`src/rtl/gpu_pixel_burst_writer.sv`:
```
// gpu_pixel_burst_writer
// Coalesces 32-bit pixel pairs that share a 16-pixel VRAM line segment into
// one 256-bit masked burst. One accumulate slot (ACC) plus one issue slot
// (ISSUE) let the pixel pipe keep running while a burst waits for the arbiter.
// Optional build macro: GPU_BURST_STATS_EN adds burst/stall statistic outputs.
module gpu_pixel_burst_writer #(
   parameter int unsigned IDLE_TIMEOUT = 16
) (
   input  logic         clk,
   input  logic         i_nrst,
   input  logic         i_pxValid,
   output logic         o_pxReady,
   input  logic [8:0]   i_pxY,
   input  logic [8:0]   i_pxPairX,
   input  logic [31:0]  i_write32,
   input  logic         i_selL,
   input  logic         i_selR,
   input  logic         i_flush,
   output logic         o_flushDone,
   output logic         o_memReq,
   input  logic         i_memAck,
   output logic [14:0]  o_memAddr,
   output logic [255:0] o_memData,
   output logic [15:0]  o_memMask
`ifdef GPU_BURST_STATS_EN
   ,
   output logic [15:0]  o_statBursts,
   output logic [15:0]  o_statStalls
`endif
);

   localparam int unsigned CntW = (IDLE_TIMEOUT > 0) ? $clog2(IDLE_TIMEOUT + 1) : 1;
   localparam logic [CntW-1:0] IdleMax = CntW'(IDLE_TIMEOUT);

   // accumulate slot; data/mask are kept at zero whenever the slot is empty
   logic          accValid;
   logic [14:0]   accTag;
   logic [255:0]  accData;
   logic [15:0]   accMask;
   logic          issValid;
   logic [CntW-1:0] idleCnt;
   logic          flushPending;

   logic [14:0]   inTag;
   logic [2:0]    lane;
   logic          tagHit;
   logic          issFree;
   logic          accept;
   logic          idleHit;
   logic          moveAcc;
   logic          accValidNext;
   logic [14:0]   accTagNext;
   logic [255:0]  accDataNext;
   logic [15:0]   accMaskNext;
   logic          issValidNext;
   logic [CntW-1:0] idleNext;
   logic          flushAct;

   // handshake, slot-move decision and next ACC contents
   always_comb begin
      inTag    = {i_pxY, i_pxPairX[8:3]};
      lane     = i_pxPairX[2:0];
      tagHit   = accValid && (accTag == inTag);
      issFree  = !issValid || i_memAck;
      o_memReq = issValid;
      o_pxReady = i_nrst && !flushPending && (!accValid || tagHit || issFree);
      accept   = i_pxValid && o_pxReady;
      idleHit  = (IDLE_TIMEOUT != 0) && accValid && (idleCnt == IdleMax);
      moveAcc  = accValid && issFree &&
                 ((&accMask) || idleHit || flushPending || (accept && !tagHit));

      // a move empties ACC first, so a pair accepted on that edge starts fresh
      accValidNext = accValid && !moveAcc;
      accTagNext   = accTag;
      accDataNext  = moveAcc ? '0 : accData;
      accMaskNext  = moveAcc ? '0 : accMask;
      if (accept) begin
         accValidNext = 1'b1;
         accTagNext   = inTag;
         if (i_selL) begin
            accDataNext[{lane, 5'd0} +: 16] = i_write32[15:0];
            accMaskNext[{lane, 1'b0}]       = 1'b1;
         end
         if (i_selR) begin
            accDataNext[{lane, 5'd16} +: 16] = i_write32[31:16];
            accMaskNext[{lane, 1'b1}]        = 1'b1;
         end
      end

      issValidNext = moveAcc || (issValid && !i_memAck);

      idleNext = idleCnt;
      if (accept || !accValid || moveAcc) begin
         idleNext = '0;
      end else if (idleCnt != IdleMax) begin
         idleNext = idleCnt + CntW'(1);
      end

      flushAct = flushPending || i_flush;
   end

   // slot registers, idle counter and flush tracking
   always_ff @(posedge clk) begin
      if (!i_nrst) begin
         accValid     <= 1'b0;
         accTag       <= '0;
         accData      <= '0;
         accMask      <= '0;
         issValid     <= 1'b0;
         o_memAddr    <= '0;
         o_memData    <= '0;
         o_memMask    <= '0;
         idleCnt      <= '0;
         flushPending <= 1'b0;
         o_flushDone  <= 1'b0;
      end else begin
         accValid <= accValidNext;
         accTag   <= accTagNext;
         accData  <= accDataNext;
         accMask  <= accMaskNext;
         issValid <= issValidNext;
         if (moveAcc) begin
            o_memAddr <= accTag;
            o_memData <= accData;
            o_memMask <= accMask;
         end
         idleCnt <= idleNext;
         // done is judged on next-state emptiness so it lands one cycle after the last ack
         if (flushAct && !accValidNext && !issValidNext) begin
            o_flushDone  <= 1'b1;
            flushPending <= 1'b0;
         end else begin
            o_flushDone  <= 1'b0;
            flushPending <= flushAct;
         end
      end
   end

`ifdef GPU_BURST_STATS_EN
   // acked-burst counter (wraps) and stall-cycle counter (saturates)
   always_ff @(posedge clk) begin
      if (!i_nrst) begin
         o_statBursts <= '0;
         o_statStalls <= '0;
      end else begin
         if (issValid && i_memAck) begin
            o_statBursts <= o_statBursts + 16'd1;
         end
         if (i_pxValid && !o_pxReady && (o_statStalls != 16'hFFFF)) begin
            o_statStalls <= o_statStalls + 16'd1;
         end
      end
   end
`endif

endmodule

```
`config.mk`:
```
export PLATFORM = sky130hd
export DESIGN_NAME = gpu_pixel_burst_writer
export DESIGN_NICKNAME = d
export VERILOG_FILES = /design/src/rtl/gpu_pixel_burst_writer.sv
export SDC_FILE = /design/constraint.sdc
export NUM_CORES = 1
export LEC_CHECK = 0
export BUFFER_PORTS_ARGS = -buffer_cell sky130_fd_sc_hd__buf_2
export CORE_ASPECT_RATIO = 0.75
export CORE_UTILIZATION = 54
export DETAILED_ROUTE_END_ITERATION = 10
export PLACE_DENSITY = 0.77
export SYNTH_ARGS = -nofsm -noshare
export SYNTH_HDL_FRONTEND = slang
export SYNTH_SLANG_ARGS = --single-unit
```
`constraint.sdc`:
```
create_clock -name clk -period 3.6 [get_ports clk]
set_input_delay 0.9 -clock clk [delete_from_list [all_inputs] [get_ports clk]]
set_output_delay 0.9 -clock clk [all_outputs]
set_load 0.005 [all_outputs]
```
# After elaboration in Yosys (flattened, before gate mapping)
# Cells that the tools add are included.
classes:
  n_mux: 18
  add_sub_neg: 3
  n_shift: 4
  magnitude_cmp: 4
  n_reduce_logical: 35
  bitwise: 3
  n_eq_ne: 3
ops:
  columns: ["operator", "n"]
  rows:
  - ["2-to-1 mux 256 bit", 5]
  - ["bitwise mux 256 bit", 2]
  - ["variable shift 16 x 10 -> 256 bit, first input constant", 2]
  - ["indexed part select 16 x 10 -> 256 bit", 2]
  - ["2-to-1 mux 16 bit", 5]
  - ["negator 8 -> 10 bit", 2]
  - ["OR 16 x 15 -> 16 bit", 1]
  - ["OR 16 bit", 1]
  - ["AND reduction 16 bit", 1]
  - ["== test 15 bit", 1]
  - ["logical AND 1 bit", 14]
  - ["logical OR 1 bit", 10]
  - ["less-than comparator 4 x 5 -> 1 bit, second input constant", 2]
  - ["greater-or-equal comparator 4 x 1 -> 1 bit, second input constant", 2]
  - ["logical NOT 1 bit", 8]
  - ["demux 1 bit (select 3 bit)", 2]
  - ["adder 5 x 1 -> 5 bit, second input constant", 1]
  - ["== test 5 bit, second input constant", 1]
  - ["!= test 5 bit, second input constant", 1]
  - ["2-to-1 mux 1 bit", 4]
  - ["OR reduction 2 bit", 2]
  - ["NOT 1 bit", 1]
totals:
  out_inout_bits: 290
  ff_bits: 583
  wordCells: 81

# Longest topological paths before layout
# Gate-level depths: netlist of run 1.
logic_depth:
  ltp_word: 16
  depth_mapped: 10
  depth_no_buf: 8

# Least setup slack after synthesis of run 1
# OpenSTA, ideal clock, no wires.
synth_timing:
  kind: "input-to-reg"
  start: "input i_pxPairX[0]"
  end: "register accData[70]"
  required_ns: 3.472
  stages: 10
  setup_ns: 0.128
  n_path_buf: 2
  path_slack_ns: 0.641
  arrival_time_ns: 2.830
  cell_sequence: "inv_1 ha_1 ha_1 clkbuf_1 a2111oi_0 and4_1 o21ai_1 nand2_1 buf_2 o22ai_1"
synth_via:
  elab_chain_cells: 8
  elab_cells_between_ends: 12
synth_lines:
  columns: ["item", "line_no", "source"]
  rows:
  - ["from (decl)", "14", "input logic [8:0] i_pxPairX,"]
  - ["negator 8 -> 10 bit", "81", "accDataNext[{lane, 5'd0} +: 16] = i_write32[15:0];"]
  - ["indexed part select 16 x 10 -> 256 bit or variable shift 16 x 10 -> 256 bit (tied branches)", "81", null]
  - ["bitwise mux 256 bit", "81", null]
  - ["2-to-1 mux 256 bit", "80", "if (i_selL) begin"]
  - ["2-to-1 mux 256 bit", "77", "if (accept) begin"]
  - ["bitwise mux 256 bit", "85", "accDataNext[{lane, 5'd16} +: 16] = i_write32[31:16];"]
  - ["2-to-1 mux 256 bit (*)", "84", "if (i_selR) begin"]
  - ["2-to-1 mux 256 bit (*)", "77", null]
  - ["to (signal assigned)", "119", "accData <= accDataNext;"]
  - ["to (decl)", "38", "logic [255:0] accData;"]
# Mark *: on every way between the ends. The rest lies on a longest branch, timed or not. The select of a mux whose other input is x is not followed.
# A chain may end at the register's enable or synchronous reset.

# Worst setup path in the final report of run 1
layout_timing:
  start: "input i_pxY[7]"
  end: "output o_pxReady"
layout_via:
  elab_chain_cells: 5
layout_lines:
  columns: ["item", "line_no", "source"]
  rows:
  - ["from (decl)", "13", "input logic [8:0] i_pxY,"]
  - ["== test 15 bit", "63", "tagHit = accValid && (accTag == inTag);"]
  - ["logical AND 1 bit", "63", null]
  - ["logical OR 1 bit (2 in series)", "66", "o_pxReady = i_nrst && !flushPending && (!accValid || tagHit || issFree);"]
  - ["logical AND 1 bit", "66", null]
  - ["to (decl)", "12", "output logic o_pxReady,"]
# No other way between the ends.

==> run summary, run 1 <==
The flow ran to the end, and the final reports show no timing, DRC or antenna violations. Along the worst path, the maximum fanout reaches 7. The count of buffers added on input and output ports is 346.

The run gives 3109 as the filler cell count. The type of the setup path with the least slack was primary input to primary output. The maximum number of pins on one net before global-route repair was 252.

The number of max-cap violations is 0, and the die extent in x is 230 um. Post-CTS repair changed the size of 0 cells. The area growth from synthesis to layout is 18.6%. Across the routed clock network, the largest skew measured is 10.0 ps.

The net count after synthesis was 2270. The via count was 17411. For the post-CTS setup buffer count, the log shows 0. The synthesized netlist occupies a cell area of 21100 sq um.

Combinational family with the most area after synthesis: compound AO/OA/AOI/OAI gates. In the final design database the tool counted 2540 nets. The worst register-to-register path has a depth of 7. Summing the sequential cell areas from Yosys gives 55.4% of the chip area. The synthesized flop and latch total was 583.

Summed over all layers, the routed wires come to 58000 um. Xor-xnor portion of the synthesized cell area: 0.790%. The share of the synthesized area in the top cell type is 55.4%, and the fraction of the cycle the final worst path needs is 92.9%. The synthesized netlist devotes 24.0% of its cell area to compound gates. The cell count after synthesis came out at 2205.

The H-tree depth was 2. Setup repair after global routing left no endpoint under its margin. The clock sink total is 583, and the shortest period the worst path allows is 3340 ps. Cells with a size suffix above 1 make up 20.7% of the layout. For this run, the total global-route usage over all layers was measured as 28.4%. The data arrival time of the critical path was 2440 ps; the number of remaining DRC errors was 0.

At the pin with the least slew margin, the transition time is 995 ps. The first routing iteration left 1476 violations. The height of the die came out at 173 um. Once the floorplan was initialized, standard cells occupied 55.0% of the core.

TritonCTS built the clock tree. The portion of synthesized area spent on multiplexers is 0.0475%. With fillers left out, the area of the finished cells amounts to 25000 sq um. In the post-synthesis netlist, the biggest area contributors are sky130_fd_sc_hd__dfxtp_1 (55%), sky130_fd_sc_hd__nand2_1 (12%), sky130_fd_sc_hd__a21boi_0 (10%). The instance count along the most critical hold path is 2, and the placed cell area is 23100 sq um. The adder-cell share of the synthesized area was 0.475%. During synthesis, Yosys emitted a total of 0 warnings. In this run, CTS created clock tree buffers numbering 53.

The total die area is 39800 sq um, and the boundary pin count is 347. Counting flops with a built-in enable in the synthesized netlist gives 0. Cell type with the highest aggregate area in the netlist: sky130_fd_sc_hd__dfxtp_1. The average wire per cell in the routed design works out to 19.1 um.

For the worst setup path, the data required time is 2700 ps. Mean instance size in the synthesized netlist: 9.55 sq um. The simple-gate area share of the yosys netlist is 15.2%, and the number of hold violations in the final report is 0.

The tools report the number of global-route vias before repair as 16449. For the worst-skew pair, the clock arrives at the later sink with an insertion delay of 580 ps. The count of nets left with antenna violations once routing finished came out at 0.

Clock-pin slew was measured on the worst setup and hold paths at 60 ps. In this run, post-CTS hold repair placed 0 buffers. Detailed placement ended at an HPWL of 38400 um. The routability congestion estimate from global placement was 0.861. IR analysis of the VDD net gives a maximum drop of 0.000376 V. Static timing analysis puts the maximum clock frequency at 299 MHz. Adding up every negative setup slack in the final design gives 0 ps. The critical path capture point type is a primary output. Buffer type at the clock tree root: sky130_fd_sc_hd__clkbuf_16. Most instantiated flip-flop cell in the synthesis netlist: sky130_fd_sc_hd__dfxtp_1.

The run gives 33.7% as the headroom to the max-slew limit. For this run the aggregate overflow at the end of global routing stands at 0. Dividing the detail-routed via count by the number of cells gives 5.74.

Setup violations remaining at the end of the flow were counted as 0. The tools report the first-pass GRT wire length as 91100 um. The async set or reset register ratio after synthesis is 0%. The power density over cell area is 521 nW/um^2, and the area of the placeable core is 38300 sq um. The min-delay analysis places its worst path in the category flip-flop to flip-flop. The leakage power summed over all cells was 9.71 nW. Row generation in the floorplan step produced 62 rows.

Synthesis instantiated 60 different standard cells from the library. The kind of start point of the critical path was a primary input. The total iterations of the first detailed-routing run is 5, and the maximum count of clock buffers along a single path is 3.

The number of max-slew violations in the final report was 0. For the initial antenna violation count, the log shows 4.
[cell type report]
| cell class | count | area [sq um] | area share (%) |
|---|---|---|---|
| well taps | 512 | 641 | 2.56 |
| repair buffers | 395 | 2220 | 8.90 |
| multi-input cells | 1430 | 8560 | 34.3 |
| inverters | 12 | 45.0 | 0.180 |
| clock buffers | 75 | 1570 | 6.29 |
| flip-flops and latches | 583 | 11700 | 46.7 |
| diodes | 4 | 10.0 | 0.0401 |
| clock inverters | 21 | 262 | 1.05 |
[cells by family (layout without fill, tap and decap cells)]
logic type / after synthesis / after routing
other: 0 / 4
AO/OA/AOI/OAI: 623 / 623
XOR/XNOR: 19 / 19
multiplexers: 1 / 1
adder cells (fa/ha/maj): 8 / 8
AND/OR/NAND/NOR: 779 / 779
flip-flops: 583 / 583
buffers and inverters: 192 / 503
[worst max-delay path, cell delays in order]
cell,delay [ps]
sky130_fd_sc_hd__buf_2,110
sky130_fd_sc_hd__xor2_1,160
sky130_fd_sc_hd__nor4_4,380
sky130_fd_sc_hd__and4_1,400
sky130_fd_sc_hd__nor2_4,130
sky130_fd_sc_hd__nor2_1,200
sky130_fd_sc_hd__buf_2,160
[Yosys cell counts (2+ instances only)]
library cell	number
sky130_fd_sc_hd__a21boi_0	287
sky130_fd_sc_hd__a21boi_1	33
sky130_fd_sc_hd__a21oi_1	4
sky130_fd_sc_hd__a21oi_2	6
sky130_fd_sc_hd__a22o_1	85
sky130_fd_sc_hd__a31oi_2	4
sky130_fd_sc_hd__a32o_1	107
sky130_fd_sc_hd__and2_1	3
sky130_fd_sc_hd__and4_1	3
sky130_fd_sc_hd__buf_1	17
sky130_fd_sc_hd__buf_2	80
sky130_fd_sc_hd__buf_4	8
sky130_fd_sc_hd__clkbuf_1	74
sky130_fd_sc_hd__dfxtp_1	583
sky130_fd_sc_hd__ha_1	8
sky130_fd_sc_hd__inv_1	12
sky130_fd_sc_hd__nand2_1	692
sky130_fd_sc_hd__nand2b_1	2
sky130_fd_sc_hd__nand3_1	22
sky130_fd_sc_hd__nand4_1	6
sky130_fd_sc_hd__nor2_1	15
sky130_fd_sc_hd__nor2_2	4
sky130_fd_sc_hd__nor2b_1	4
sky130_fd_sc_hd__nor3_1	5
sky130_fd_sc_hd__nor3_2	5
sky130_fd_sc_hd__nor4_1	2
sky130_fd_sc_hd__nor4_4	4
sky130_fd_sc_hd__o211ai_1	16
sky130_fd_sc_hd__o21ai_1	4
sky130_fd_sc_hd__o21ai_2	2
sky130_fd_sc_hd__o22ai_1	60
sky130_fd_sc_hd__o2bb2ai_1	3
sky130_fd_sc_hd__xnor2_1	2
sky130_fd_sc_hd__xor2_1	17
[per-layer routing]
layer | vias up | track usage, % | part of all wire, %
li1 | 8193 | - | -
met1 | 8449 | 37.9 | 43
met2 | 634 | 46.1 | 46
met3 | 135 | 5.18 | 7.0
met4 | 0 | 10.4 | 3.4
met5 | - | 0 | 0
[flip-flops by register name, summed over array words and instances, names as in the netlist, 5 cells and up]
signal,flops
accMask,16
o_memAddr,15
accTag,15
idleCnt,5
accData,256
o_memData,256
o_memMask,16
[path summary, 6_finish.rpt]
kind / from / end / slack [ps]
worst max-delay path: i_pxY[7] / o_pxReady / 260
worst min-delay path: o_memMask[14] / o_memMask[14] / 440
worst max register to register: accTag[13] / accData[223] / 810
worst min register to register: o_memMask[14] / o_memMask[14] / 440
[where the power goes]
part	internal (mW)	total (mW)	switching (mW)
Clock	3.46	5.88	2.42
Sequential	6.48	6.51	0.0248
Combinational	0.169	0.616	0.446
[cells in the final DEF (no fill, tap or decap), types with 9 or more instances in the layout]
master                      count
sky130_fd_sc_hd__a22o_1        85
sky130_fd_sc_hd__o22ai_1       60
sky130_fd_sc_hd__xor2_1        17
sky130_fd_sc_hd__dfxtp_1      583
sky130_fd_sc_hd__nor2_1        14
sky130_fd_sc_hd__nand3_1       22
sky130_fd_sc_hd__a32o_1       107
sky130_fd_sc_hd__clkinv_2      13
sky130_fd_sc_hd__buf_4         40
sky130_fd_sc_hd__buf_12         9
sky130_fd_sc_hd__clkbuf_16     55
sky130_fd_sc_hd__clkbuf_8      12
sky130_fd_sc_hd__inv_1         12
sky130_fd_sc_hd__a21boi_1      33
sky130_fd_sc_hd__nand2_1      692
sky130_fd_sc_hd__a21boi_0     287
sky130_fd_sc_hd__buf_2        345
sky130_fd_sc_hd__o211ai_1      16
[through the flow]
stage | setup slack [ps] | cells | utilization [%] | hold slack, ps | power, mW
2_1_floorplan | 641 | 2205 | - | 432 | 7.04
3_5_place_dp | 8.19 | 2932 | 60.4 | 439 | 7.26
3_3_place_gp | 213 | 2932 | 60.4 | 434 | 7.24
6_report | 255 | 3032 | 65.2 | 444 | 13.0
5_1_grt | 215 | 3031 | 65.2 | 471 | 13.4
4_1_cts | 255 | 3028 | 65.2 | 447 | 13.1
Power figures use the tool's default switching activity.
==> inputs of run 2 (changes only) <==
Settings changed: CORE_ASPECT_RATIO 0.75 to 1.5, CORE_UTILIZATION 54 to 56, PLACE_DENSITY 0.77 to 0.79, SKIP_CTS_REPAIR_TIMING from default to 1.
==> run 2 against run 1 <==
  * Sequential power is essentially flat
  * Register-to-register slack lost 340 ps
  * Critical path type unchanged
  * Hold slack gained 1.9 ps
  * Wire length shrank 1.2%
  * Die area shrank 3.5%
  * Non-clock buffer count grew 2
  * Sequential cell count is the same
  * Maximum frequency shrank 4.9%
  * Combinational power shrank 0.8%
  * Clock power shrank 5.4%
  * Setup slack lost 170 ps
  * Total power shrank 2.5%
==> run summary, run 2 (synthesized netlist as in run 1, its figures left out) <==
The flow ran to the end, and the final reports show no timing, DRC or antenna violations. The placed wire-length estimate is 38300 um, and the required time at the endpoint of the critical path is 2700 ps. Timing would allow up to 284 MHz. The post-placement cell count was 2906; the die extent in x was 160 um. The internal power of the cells totals 9.86 mW. Counting stages on the worst path, the most repeated cell is sky130_fd_sc_hd__buf_2. Highest-delay cell along the critical path: sky130_fd_sc_hd__and4_1. The first global-routing pass estimated 88900 um of wire. Number of hold violations in the final report: 0. The signal on the critical path passes through buf_2 > xor2_1 > nor4_4 > and4_1 > nor2_4 > nor2_1 > buf_2. The path class of the tightest hold or removal check is flip-flop to flip-flop. Shortest period the worst path allows: 3520 ps.

After the last flow step, the layout net total stands at 2539. Routability-driven placement finished with a final weighted congestion of 0.853. The total iterations of the first detailed-routing run came out at 5. For this run, the number of standard cells in the final layout without fillers is 2998.

In this run the tool buffered the top-level ports with 346 buffer cells. Counting along the longest clock path gives a buffer depth of 3. The analysis attributes to net switching a power of 2.82 mW. The power density over cell area is 512 nW/um^2. The worst setup path is captured at a primary output. The detailed-route wire length came out at 57300 um. The relative contribution of sequential cells to total power was 51.3%. The delay of the slowest cell on the worst path was 520 ps.

Between clock sinks in the finished design, the worst skew comes to 12.2 ps. H-tree depth: 2. For the row count, the log shows 86. The die covers 38400 sq um.

The antenna violation net count after detailed routing was 0; the initial antenna violation count was 2. Dividing the detail-routed via count by the number of cells gives 5.76. For this configuration, the core starts out at a cell density of 57.1%. The tools report the number of max-slew violations in the final report as 0. At the worst endpoint, the arrival time is 2620 ps.

The height of the die was 240 um; the total global routing track utilization was 29.1%. For the TritonCTS buffer count, the log shows 50. After detailed routing, the number of remaining DRC violations is 0. The worst setup path is of the primary input to primary output kind. Along the worst path, the maximum fanout reaches 7. Layout cell share with drive strength beyond 1: 20.3%. STA classifies the critical path startpoint as a primary input.

Number of global-route vias before repair: 16532. In the layout the commonest cells are sky130_fd_sc_hd__nand2_1 (692), sky130_fd_sc_hd__dfxtp_1 (583), sky130_fd_sc_hd__buf_2 (345), sky130_fd_sc_hd__a21boi_0 (287), sky130_fd_sc_hd__a32o_1 (107). The post-synthesis to final-layout area growth is 17.7%. Leaving out fill and tap cells, the most frequent cell in the layout is sky130_fd_sc_hd__nand2_1. Clock sink total: 583. The largest registers in the layout are accData (256), o_memData (256). 347 I/O pins were placed. Fraction of the cycle the final worst path needs: 97.7%. In this run the clock root is driven by a sky130_fd_sc_hd__clkbuf_16. Average wire per cell in the routed design: 19.1 um. Setup violations remaining at the end of the flow were counted as 0.

At the pin with the least slew margin, the transition time is 1230 ps. For the share of power burned in the clock network, the log shows 43.9%. The clock reaches the later pin of the worst-skew pair after 570 ps.

For the headroom to the max-slew limit, the log shows 18.0%. Setup repair after global routing left no endpoint under its margin. After clock tree synthesis, the clock-pin slew on the worst setup and hold paths is 60 ps.

The total overflow reported by the global router came out at 0. The tools report the DRC marker count from the first detailed-route iteration as 1320. The worst vdd rail ir drop was 0.000398 V. The switching share of power was 22.2%. The via count came out at 17255. TritonCTS built the clock tree. Summed over all cells, the static leakage comes to 9.62 nW. The share of total power dissipated in combinational logic is 4.8%. Overall power consumption after layout is estimated at 12.7 mW. The total area inside the core boundary comes to 36900 sq um. The tools report the maximum number of pins on one net before global-route repair as 121. The number of max-cap violations was 0.
run 2: cell types whose count changed in the layout (fill, tap and decap cells not counted), sizes merged:
cell	previous run	this run
buf	395	397
bufinv	6	4
clkbuf	75	80
clkinv	13	5
diode	4	1
run 2: worst max-delay path: cells and delay by family:
kind,cells,cell delay (ps)
simple gates,4,1250
buf+inv,2,280
xor+xnor,1,200
run 2: worst paths after layout:
kind / slack (ps) / startpoint / cells after the start / to
worst min-delay path: 450 / o_memMask[11] / 2 / o_memMask[11]
worst max-delay path: 80 / i_pxY[3] / 7 / o_pxReady
worst min register to register: 450 / o_memMask[11] / 2 / o_memMask[11]
worst max register to register: 470 / accTag[9] / 7 / o_memData[24]
run 2: metal layers:
layer | part of all wire [%] | global-route usage (%) | vias up
met5 | 0 | 0 | -
met4 | 4.8 | 15.3 | 0
met3 | 6.1 | 4.26 | 158
met2 | 48 | 47.8 | 628
met1 | 41 | 37.0 | 8308
li1 | - | - | 8161
run 2: metrics by stage:
stage                     setup WS, ps  instance area, sq um  TNS [ps]  hold slack (ps)  util [%]
after detailed placement         -81.1                 23100     -2220              441      62.5
final                             83.1                 24800         0              446      67.1
after floorplan                    641                 21100         0              432         -
after global routing              41.2                 24800         0              463      67.1
after CTS                          106                 24800         0              449      67.1
after global placement            11.6                 23100         0              434      62.5
run 2: power groups by stage:
stage / clock network (mW) / logic [mW] / registers (mW)
CTS: 5.63 / 0.603 / 6.50
detailed placement: 0 / 0.599 / 6.65
floorplan: 0 / 0.390 / 6.64
finish: 5.56 / 0.611 / 6.51
global route: 5.87 / 0.649 / 6.50
global placement: 0 / 0.591 / 6.65
run 2: layout make-up:
class	count	area, sq um
well taps	484	606
fillers	2885	12100
diodes	1	2.50
clock buffers	80	1540
inverters	12	45.0
flip-flops and latches	583	11700
repair buffers	397	2200
clock inverters	11	161
multi-input cells	1430	8560
